===== config.mk =====
export PLATFORM = sky130hd
export DESIGN_NAME = sch_test_slave_flat
export DESIGN_NICKNAME = d
export VERILOG_FILES = /design/src/rtl/sch_test_slave_if.sv /design/src/rtl/sch_test_slave.sv /design/src/flat_wrapper.sv
export SDC_FILE = /design/constraint.sdc
export NUM_CORES = 1
export LEC_CHECK = 0
export ABC_CLOCK_PERIOD_IN_PS = 2450
export CORE_AREA = 2 2 92 94
export CTS_BUF_LIST = sky130_fd_sc_hd__clkbuf_2
export CTS_CLUSTER_SIZE = 10
export DETAILED_ROUTE_END_ITERATION = 10
export DIE_AREA = 0 0 94 96
export PLACE_DENSITY = 0.78
export RECOVER_POWER = 50
export SLEW_MARGIN = 20
export SYNTH_ARGS = -nofsm -noshare
export SYNTH_HDL_FRONTEND = slang
export SYNTH_SLANG_ARGS = --single-unit

===== constraint.sdc =====
create_clock -name clk -period 2.45 [get_ports clk]
set_input_delay 0.49 -clock clk [delete_from_list [all_inputs] [get_ports clk]]
set_output_delay 0.49 -clock clk [all_outputs]
set_load 0.01 [all_outputs]

===== src/rtl/sch_test_slave_if.sv =====
// Signal bundle for the SPI loopback block: start/data inputs, link pins,
// received words and the exported internal shift state.
interface sch_test_slave_if #(
    parameter int WIDTH = 9
);
    logic             st;
    logic [WIDTH-1:0] MTX_DAT;
    logic [WIDTH-1:0] STX_DAT;
    logic             LOAD;
    logic             SCLK;
    logic             MOSI;
    logic             MISO;
    logic [WIDTH-1:0] MRX_DAT;
    logic [WIDTH-1:0] SRX_DAT;
    logic [WIDTH-1:0] sr_MTX;
    logic [WIDTH-1:0] sr_MRX;
    logic [WIDTH-1:0] sr_STX;
    logic [WIDTH-1:0] sr_SRX;
    logic [7:0]       cb_bit;
    logic             ce_tact;

    modport slave (
        input  st, MTX_DAT, STX_DAT,
        output LOAD, SCLK, MOSI, MISO, MRX_DAT, SRX_DAT,
               sr_MTX, sr_MRX, sr_STX, sr_SRX, cb_bit, ce_tact
    );

    modport master (
        output st, MTX_DAT, STX_DAT,
        input  LOAD, SCLK, MOSI, MISO, MRX_DAT, SRX_DAT,
               sr_MTX, sr_MRX, sr_STX, sr_SRX, cb_bit, ce_tact
    );
endinterface


===== src/rtl/sch_test_slave.sv =====
// SPI mode-0 loopback: a master and a slave swap one WIDTH-bit word per start.
// state   | meaning
// S_IDLE  | LOAD low, SCLK low, divider parked, waiting for st
// S_FRAME | LOAD high, SCLK toggles every DIV clks until WIDTH bits complete
module sch_test_slave #(
    parameter int WIDTH = 9,
    parameter int DIV   = 25
) (
    input  logic               clk,
    input  logic               RESET,
    sch_test_slave_if.slave    bus
);
    localparam int DW = $clog2(DIV);

    typedef enum logic {S_IDLE, S_FRAME} state_t;

    state_t           state, state_nxt;
    logic [DW-1:0]    div_cnt;
    logic             load;
    logic             ce;
    logic             sclk;
    logic             mosi;
    logic             miso;
    logic             frame_start;
    logic             frame_end;
    logic [7:0]       cb_bit;
    logic [WIDTH-1:0] sr_mtx;
    logic [WIDTH-1:0] sr_mrx;
    logic [WIDTH-1:0] sr_stx;
    logic [WIDTH-1:0] sr_srx;
    logic [WIDTH-1:0] mrx_dat;
    logic [WIDTH-1:0] srx_dat;
    logic             load_d;
    logic             sclk_d;

    assign load        = (state == S_FRAME);
    assign ce          = load && (div_cnt == '0);
    assign mosi        = sr_mtx[WIDTH-1];
    assign miso        = sr_stx[WIDTH-1];
    assign frame_start = (state == S_IDLE) && bus.st;
    assign frame_end   = ce && sclk && (cb_bit == 8'(WIDTH-1));

    always_ff @(posedge clk or negedge RESET) begin
        if (!RESET) state <= S_IDLE;
        else        state <= state_nxt;
    end

    always_comb begin
        state_nxt = state;
        case (state)
            S_IDLE:  if (bus.st)   state_nxt = S_FRAME;
            S_FRAME: if (frame_end) state_nxt = S_IDLE;
        endcase
    end

    // Down-counter: terminal count 0 is the ce strobe, DIV clks apart.
    always_ff @(posedge clk or negedge RESET) begin
        if (!RESET)           div_cnt <= '0;
        else if (frame_start) div_cnt <= DW'(DIV-1);
        else if (!load)       div_cnt <= '0;
        else if (ce)          div_cnt <= DW'(DIV-1);
        else                  div_cnt <= div_cnt - DW'(1);
    end

    always_ff @(posedge clk or negedge RESET) begin
        if (!RESET) begin
            sclk    <= 1'b0;
            sr_mtx  <= '0;
            sr_mrx  <= '0;
            cb_bit  <= '0;
            mrx_dat <= '0;
        end else if (frame_start) begin
            sclk   <= 1'b0;
            sr_mtx <= bus.MTX_DAT;
            cb_bit <= '0;
        end else if (ce) begin
            if (!sclk) begin
                sclk   <= 1'b1;
                sr_mrx <= {sr_mrx[WIDTH-2:0], miso};
            end else begin
                sclk   <= 1'b0;
                sr_mtx <= {sr_mtx[WIDTH-2:0], 1'b0};
                cb_bit <= cb_bit + 8'd1;
                if (frame_end) mrx_dat <= sr_mrx;
            end
        end
    end

    // Slave sees only the pins, one clk late through its edge detectors.
    always_ff @(posedge clk or negedge RESET) begin
        if (!RESET) begin
            load_d  <= 1'b0;
            sclk_d  <= 1'b0;
            sr_stx  <= '0;
            sr_srx  <= '0;
            srx_dat <= '0;
        end else begin
            load_d <= load;
            sclk_d <= sclk;
            if (load && !load_d)      sr_stx <= bus.STX_DAT;
            else if (!sclk && sclk_d) sr_stx <= {sr_stx[WIDTH-2:0], 1'b0};
            if (sclk && !sclk_d)      sr_srx <= {sr_srx[WIDTH-2:0], mosi};
            if (!load && load_d)      srx_dat <= sr_srx;
        end
    end

    assign bus.LOAD    = load;
    assign bus.SCLK    = sclk;
    assign bus.MOSI    = mosi;
    assign bus.MISO    = miso;
    assign bus.MRX_DAT = mrx_dat;
    assign bus.SRX_DAT = srx_dat;
    assign bus.sr_MTX  = sr_mtx;
    assign bus.sr_MRX  = sr_mrx;
    assign bus.sr_STX  = sr_stx;
    assign bus.sr_SRX  = sr_srx;
    assign bus.cb_bit  = cb_bit;
    assign bus.ce_tact = ce;
endmodule


===== src/flat_wrapper.sv =====
// flat-port wrapper written by rule: the top's interface ports become plain ports
module sch_test_slave_flat 
#(
    parameter int WIDTH = 9,
    parameter int DIV   = 25
)
  (clk, RESET, bus_st, bus_MTX_DAT, bus_STX_DAT, bus_LOAD, bus_SCLK, bus_MOSI, bus_MISO, bus_MRX_DAT, bus_SRX_DAT, bus_sr_MTX, bus_sr_MRX, bus_sr_STX, bus_sr_SRX, bus_cb_bit, bus_ce_tact);
  sch_test_slave_if #(.WIDTH(WIDTH)) bus_i ();
  input  logic clk;
  input  logic RESET;
  input wire logic [$bits(bus_i.st)-1:0] bus_st;
  input wire logic [$bits(bus_i.MTX_DAT)-1:0] bus_MTX_DAT;
  input wire logic [$bits(bus_i.STX_DAT)-1:0] bus_STX_DAT;
  output wire logic [$bits(bus_i.LOAD)-1:0] bus_LOAD;
  output wire logic [$bits(bus_i.SCLK)-1:0] bus_SCLK;
  output wire logic [$bits(bus_i.MOSI)-1:0] bus_MOSI;
  output wire logic [$bits(bus_i.MISO)-1:0] bus_MISO;
  output wire logic [$bits(bus_i.MRX_DAT)-1:0] bus_MRX_DAT;
  output wire logic [$bits(bus_i.SRX_DAT)-1:0] bus_SRX_DAT;
  output wire logic [$bits(bus_i.sr_MTX)-1:0] bus_sr_MTX;
  output wire logic [$bits(bus_i.sr_MRX)-1:0] bus_sr_MRX;
  output wire logic [$bits(bus_i.sr_STX)-1:0] bus_sr_STX;
  output wire logic [$bits(bus_i.sr_SRX)-1:0] bus_sr_SRX;
  output wire logic [$bits(bus_i.cb_bit)-1:0] bus_cb_bit;
  output wire logic [$bits(bus_i.ce_tact)-1:0] bus_ce_tact;
  assign bus_i.st = bus_st;
  assign bus_i.MTX_DAT = bus_MTX_DAT;
  assign bus_i.STX_DAT = bus_STX_DAT;
  assign bus_LOAD = bus_i.LOAD;
  assign bus_SCLK = bus_i.SCLK;
  assign bus_MOSI = bus_i.MOSI;
  assign bus_MISO = bus_i.MISO;
  assign bus_MRX_DAT = bus_i.MRX_DAT;
  assign bus_SRX_DAT = bus_i.SRX_DAT;
  assign bus_sr_MTX = bus_i.sr_MTX;
  assign bus_sr_MRX = bus_i.sr_MRX;
  assign bus_sr_STX = bus_i.sr_STX;
  assign bus_sr_SRX = bus_i.sr_SRX;
  assign bus_cb_bit = bus_i.cb_bit;
  assign bus_ce_tact = bus_i.ce_tact;
  sch_test_slave #(.WIDTH(WIDTH), .DIV(DIV)) u_core (.clk(clk), .RESET(RESET), .bus(bus_i));
endmodule

* Word level (Yosys, flattened, before mapping)
Cells that the tools add are included.
** Storage, ports and cells
- Register bits after elaboration :: 71
- Output and inout port bits :: 67
- Word-level logic and storage cells :: 54
** Cells by class
- Multiplexer cells :: 17
- Add/subtract/negate cells :: 2
- Equality and inequality tests :: 1
- Bitwise logic cells :: 3
- Reduce and logical (&&, ||, !) cells :: 19
** Operators with widths (count)
- 9-bit 2-to-1 mux :: 5
- 8-bit 2-to-1 mux :: 3
- 5-bit 2-to-1 mux :: 3
- 8-bit by 1-bit adder with 8-bit output, second input constant :: 1
- 8-bit by 4-bit equality test with 1-bit output, second input constant :: 1
- 1-bit logical AND :: 8
- 2-bit nonzero test :: 3
- 5-bit logical NOT :: 1
- 1-bit 2-to-1 mux :: 5
- 5-bit by 1-bit subtractor with 5-bit output, second input constant :: 1
- 1-bit logical NOT :: 4
- 4-bit AND reduction :: 1
- 1-bit inverter :: 3
- 3-bit AND reduction :: 1
- 1-bit case mux with 2 select lines :: 1
- 2-bit AND reduction :: 1

* Longest topological paths before layout
- Word-level depth :: 6
- Gate-level depth with buffers :: 7
- Mapped depth without buffers :: 5

* Worst setup path before layout
Ideal clock, no wire load.
- Kind :: register to output
- From :: reg u_core.div_cnt[0]
- To :: out bus_ce_tact
- Path slack :: 472 ps
- Required time :: 1960 ps
- Cell stages (with the launch flop) :: 7
- Arrival time :: 1488 ps
- Cell sequence :: dfrtp_1 -> inv_1 -> ha_1 -> or3b_4 -> buf_6 -> clkbuf_1 -> nor2_1
** Between the ends
- Word-level cells in the longest chain between the ends :: 2
** Ends and longest elaborated chain
- start: declaration :: RTL line sch_test_slave.sv:18 : logic [DW-1:0] div_cnt;
- start signal: assignment :: RTL line sch_test_slave.sv:59 : else if (frame_start) div_cnt <= DW'(DIV-1);
- start signal: assignment :: RTL line sch_test_slave.sv:61 : else if (ce) div_cnt <= DW'(DIV-1);
- start signal: assignment :: RTL line sch_test_slave.sv:62 : else div_cnt <= div_cnt - DW'(1);
- 5-bit logical NOT :: RTL line sch_test_slave.sv:37 : assign ce = load && (div_cnt == '0);
- 1-bit logical AND :: RTL line sch_test_slave.sv:37
- end: declaration :: RTL line flat_wrapper.sv:25 : output wire logic [$bits(bus_i.ce_tact)-1:0] bus_ce_tact;
Every way passes these cells.

* Worst setup path after layout
Ends and elaborated chain as after synthesis.

==> flow_summary.yaml <==
floorplanning:
  die_h_um: 96
  pin_count: 88
  initial_utilization: 0.3883
  core_area_mm2: 0.008051
  num_rows: 33
  die_area_mm2: 0.009024
  die_x_um: 94
drt:
  ant_nets: 0
  vias_per_cell: 5.078
  vias: 2351
  drt_iter0_markers: 59
  drc: 0
  wl_per_cell_um: 14.63
  routed_wl_mm: 6.773
  drt_first_pass_iters: 4
synth:
  synth_nets: 286
  synth_top_area_cell: "dfrtp_1"
  ys_types: 37
  seq_area_frac_synth: 0.5682
  syn-cell-area_mm2: 0.003127
  avgSynthCellArea_um2: 11.93
  synth_top_area_share: 0.5682
  synth_area_leaders: "dfrtp_1 (57%), mux2_2 (9.7%), mux2_4 (4.3%), a21oi_1 (3.4%), mux2i_1 (3.2%)"
  synth_seq_cells: 71
  synthCells: 262
  yosys_warnings: 0
placed_design:
  gp_congestion: 0.7753
  dpl.hpwl_mm: 4.725
  pre_cts_slack_ns: 0.2275
  io_buffers: 87
global_route:
  grt_use_met1: 0.2087
  grt_pass1_wl_mm: 11.03
  antenna_found_initial: 0
  grt.overflow.total: 0
  grt_use_met2: 0.2470
  met3_usage: 0.03681
  busiest_layer: "met2"
  gr-usage-all-layers: 0.1561
  grt_max_degree: 72
  grt_pass1_vias: 2313
worst_hold_path:
  min_to: "u_core.bus.SRX_DAT[8]"
  hp-class: "reg -> reg"
  worstHoldStart: "u_core.bus.SRX_DAT[8]"
  hold_path_depth: 1
power_and_ir_drop:
  power_leakage_nw: 1.852
  ir_worst_vdd_mv: 0.5196
  power.density_mw_per_mm2: 1003
timing:
  worst_pin_slew_ns: 1.537
  hold_viol_final: 0
  min_period_ns: 2.245
  drv_slew: 72
  finalClockSkew_ns: 0.02422
  post-route-period-util: 0.9164
  fmax_mhz: 445.4
  slew_headroom: -0.02438
  setup-tns-final_ns: 0
  rsz0062_at_grt: "false"
  layout_setup_ws_ns: 0.2049
  setup_violations: 0
outcome:
  violations: "max-capacitance violations, max-slew violations"
  status: "finished with violations"
critical_path:
  critPathRequiredTime_ns: 1.96
  r2r_end: "u_core.bus.sr_MRX[3]"
  crit_chain: "inv_2 -> ha_4 -> or3b_4 -> nor2_1 -> buf_2"
  crit_start: "u_core.div_cnt[0]"
  path_buf_inv: 2
  reg2reg_setup_slack_ns: 0.32
  crit_path_max_incr_delay_ns: 0.43
  cp_slowest_cell: "dfrtp_1"
  cp_max_fo: 6
  crit_type: "reg -> out"
  arrival_ns: 1.76
  setup.worst_path.end_class: "output pin"
  critical_path.top_delay_family: "simple AND/OR/NAND/NOR gates"
  ff2ff_path_depth: 5
  start_kind: "register"
  r2r-start: "u_core.div_cnt[0]"
clock_tree:
  cts_tree: "done"
  root_buffer: "clkbuf_2"
  insertion_delay_ns: 0.48
  htreeDepth: 3
  clkSinkCount: 71
  clk_path_buf_depth: 2
  clkTransAtPathRegs_ns: 0.20
  cts_buffers: 9
job:
  cap_violations: 1
layout:
  antenna_cells: 0
  final_layout_size_suffix_gt1_frac: 0.1844
  syn_to_final_growth_pct: 36.65
  fin_nets: 377
==> what timing repair did <==
item                                   CTS  global route
gates resized for setup                  5             3
setup endpoints to repair                1             1
hold buffers                             1             0
endpoints found under the hold margin   50             0
pin swaps                                1             0
buffers inserted                         1             1
==> synthesized netlist by cell type <==
cell,count
o31ai_1,2
or3_1,3
nand3_1,4
nand4bb_1,1
buf_6,2
nand2_1,6
nand2b_1,7
or3b_4,1
ha_1,3
a31oi_1,8
nand3b_1,2
nor3b_1,3
o21ai_0,17
nor3_1,2
buf_4,2
a21oi_1,21
or4_1,2
nor4_1,1
dfrtp_1,71
nor2_1,20
o311ai_0,1
buf_2,1
o41ai_1,1
and3b_1,1
mux2_4,9
xnor2_1,1
inv_1,7
mux2i_1,10
nor2b_1,5
a21boi_0,1
nor4b_1,1
clkbuf_1,13
nand4b_1,2
a31o_2,1
nand4_1,2
o211ai_1,1
mux2_2,27
==> report_power, final <==
group / switching [mW] / internal (mW) / leakage (nW)
logic: 0.644 / 0.950 / 0.852
clock network: 0.401 / 0.451 / 0.0924
registers: 0.346 / 1.49 / 0.908
==> registers in the layout, indices dropped and copies added (netlist names) <==
register and cells:
u_core.bus.LOAD 1, u_core.bus.MRX_DAT 9, u_core.bus.SCLK 1, u_core.bus.SRX_DAT 9, u_core.bus.cb_bit 8, u_core.bus.sr_MRX 9, u_core.bus.sr_MTX 9, u_core.bus.sr_SRX 9
u_core.bus.sr_STX 9, u_core.div_cnt 5, u_core.load_d 1, u_core.sclk_d 1
==> placed cells by master, fill, tap and decap left out, types with 4 or more instances in the layout <==
cell / synthesis / layout
nor2_1: 20 / 20
mux2i_1: 10 / 10
o21ai_0: 17 / 17
mux2_2: 27 / 27
nand2_1: 6 / 6
nand2b_1: 7 / 7
nor2b_1: 5 / 5
nand3_1: 4 / 4
a21oi_1: 21 / 21
clkdlybuf4s50_1: 0 / 85
inv_1: 7 / 5
clkbuf_2: 0 / 11
a31oi_1: 8 / 8
buf_4: 2 / 6
mux2_4: 9 / 9
dfrtp_1: 71 / 71
==> through the flow <==
step | power [mW] | instances | hold slack, ns | util | instance area (um2)
3_3_place_gp | 3.368 | 444 | 0.4410 | 0.5099 | 4105
6_report | 4.285 | 463 | 0.5280 | 0.5307 | 4273
2_1_floorplan | 2.594 | 262 | 0.1944 | - | 3127
3_5_place_dp | 3.429 | 444 | 0.4469 | 0.5099 | 4105
5_1_grt | 4.564 | 463 | 0.5055 | 0.5307 | 4273
4_1_cts | 4.330 | 462 | 0.4969 | 0.5338 | 4298
==> cells by family after synthesis <==
| logic type | share of synthesized area |
|---|---|
| AO/OA/AOI/OAI | 0.09484 |
| XOR/XNOR | 0.002802 |
| adder cells (fa/ha/maj) | 0.01201 |
| buffers and inverters | 0.03761 |
| flip-flops | 0.5682 |
| multiplexers | 0.1725 |
| AND/OR/NAND/NOR | 0.1120 |
==> layer usage <==
layer / routed length [um] / vias to the layer above
met5: 0 / -
li1: - / 1113
met2: 3218 / 80
met1: 3084 / 1149
met3: 373 / 9
met4: 97 / 0
==> area by class of cell <==
type	instances	area, um2
clock buffer	11	55.05
clock inverter	5	106.4
sequential	71	1777
multi-input combinational	166	1245
inverter	7	26.28
tap	105	131.4
fill	713	3779
timing repair buffer	98	932.1
==> worst reg2reg max path, cell delays in order, from the launching register on <==
cell     delay, ns
dfrtp_1       0.43
inv_2         0.08
ha_4          0.15
or3b_4        0.38
or3_1         0.60
mux2_4        0.38
==> how the worst max path moves through the flow <==
stage,endpoint,slack (ns),cells after the start
5_1_grt,bus_ce_tact,0.09,5
6_report,bus_ce_tact,0.20,5
4_1_cts,bus_ce_tact,0.03,5
3_3_place_gp,bus_ce_tact,0.29,5
2_1_floorplan,bus_ce_tact,0.47,6
3_5_place_dp,bus_ce_tact,0.23,5
Note: power is estimated with default switching activity, not from simulation.
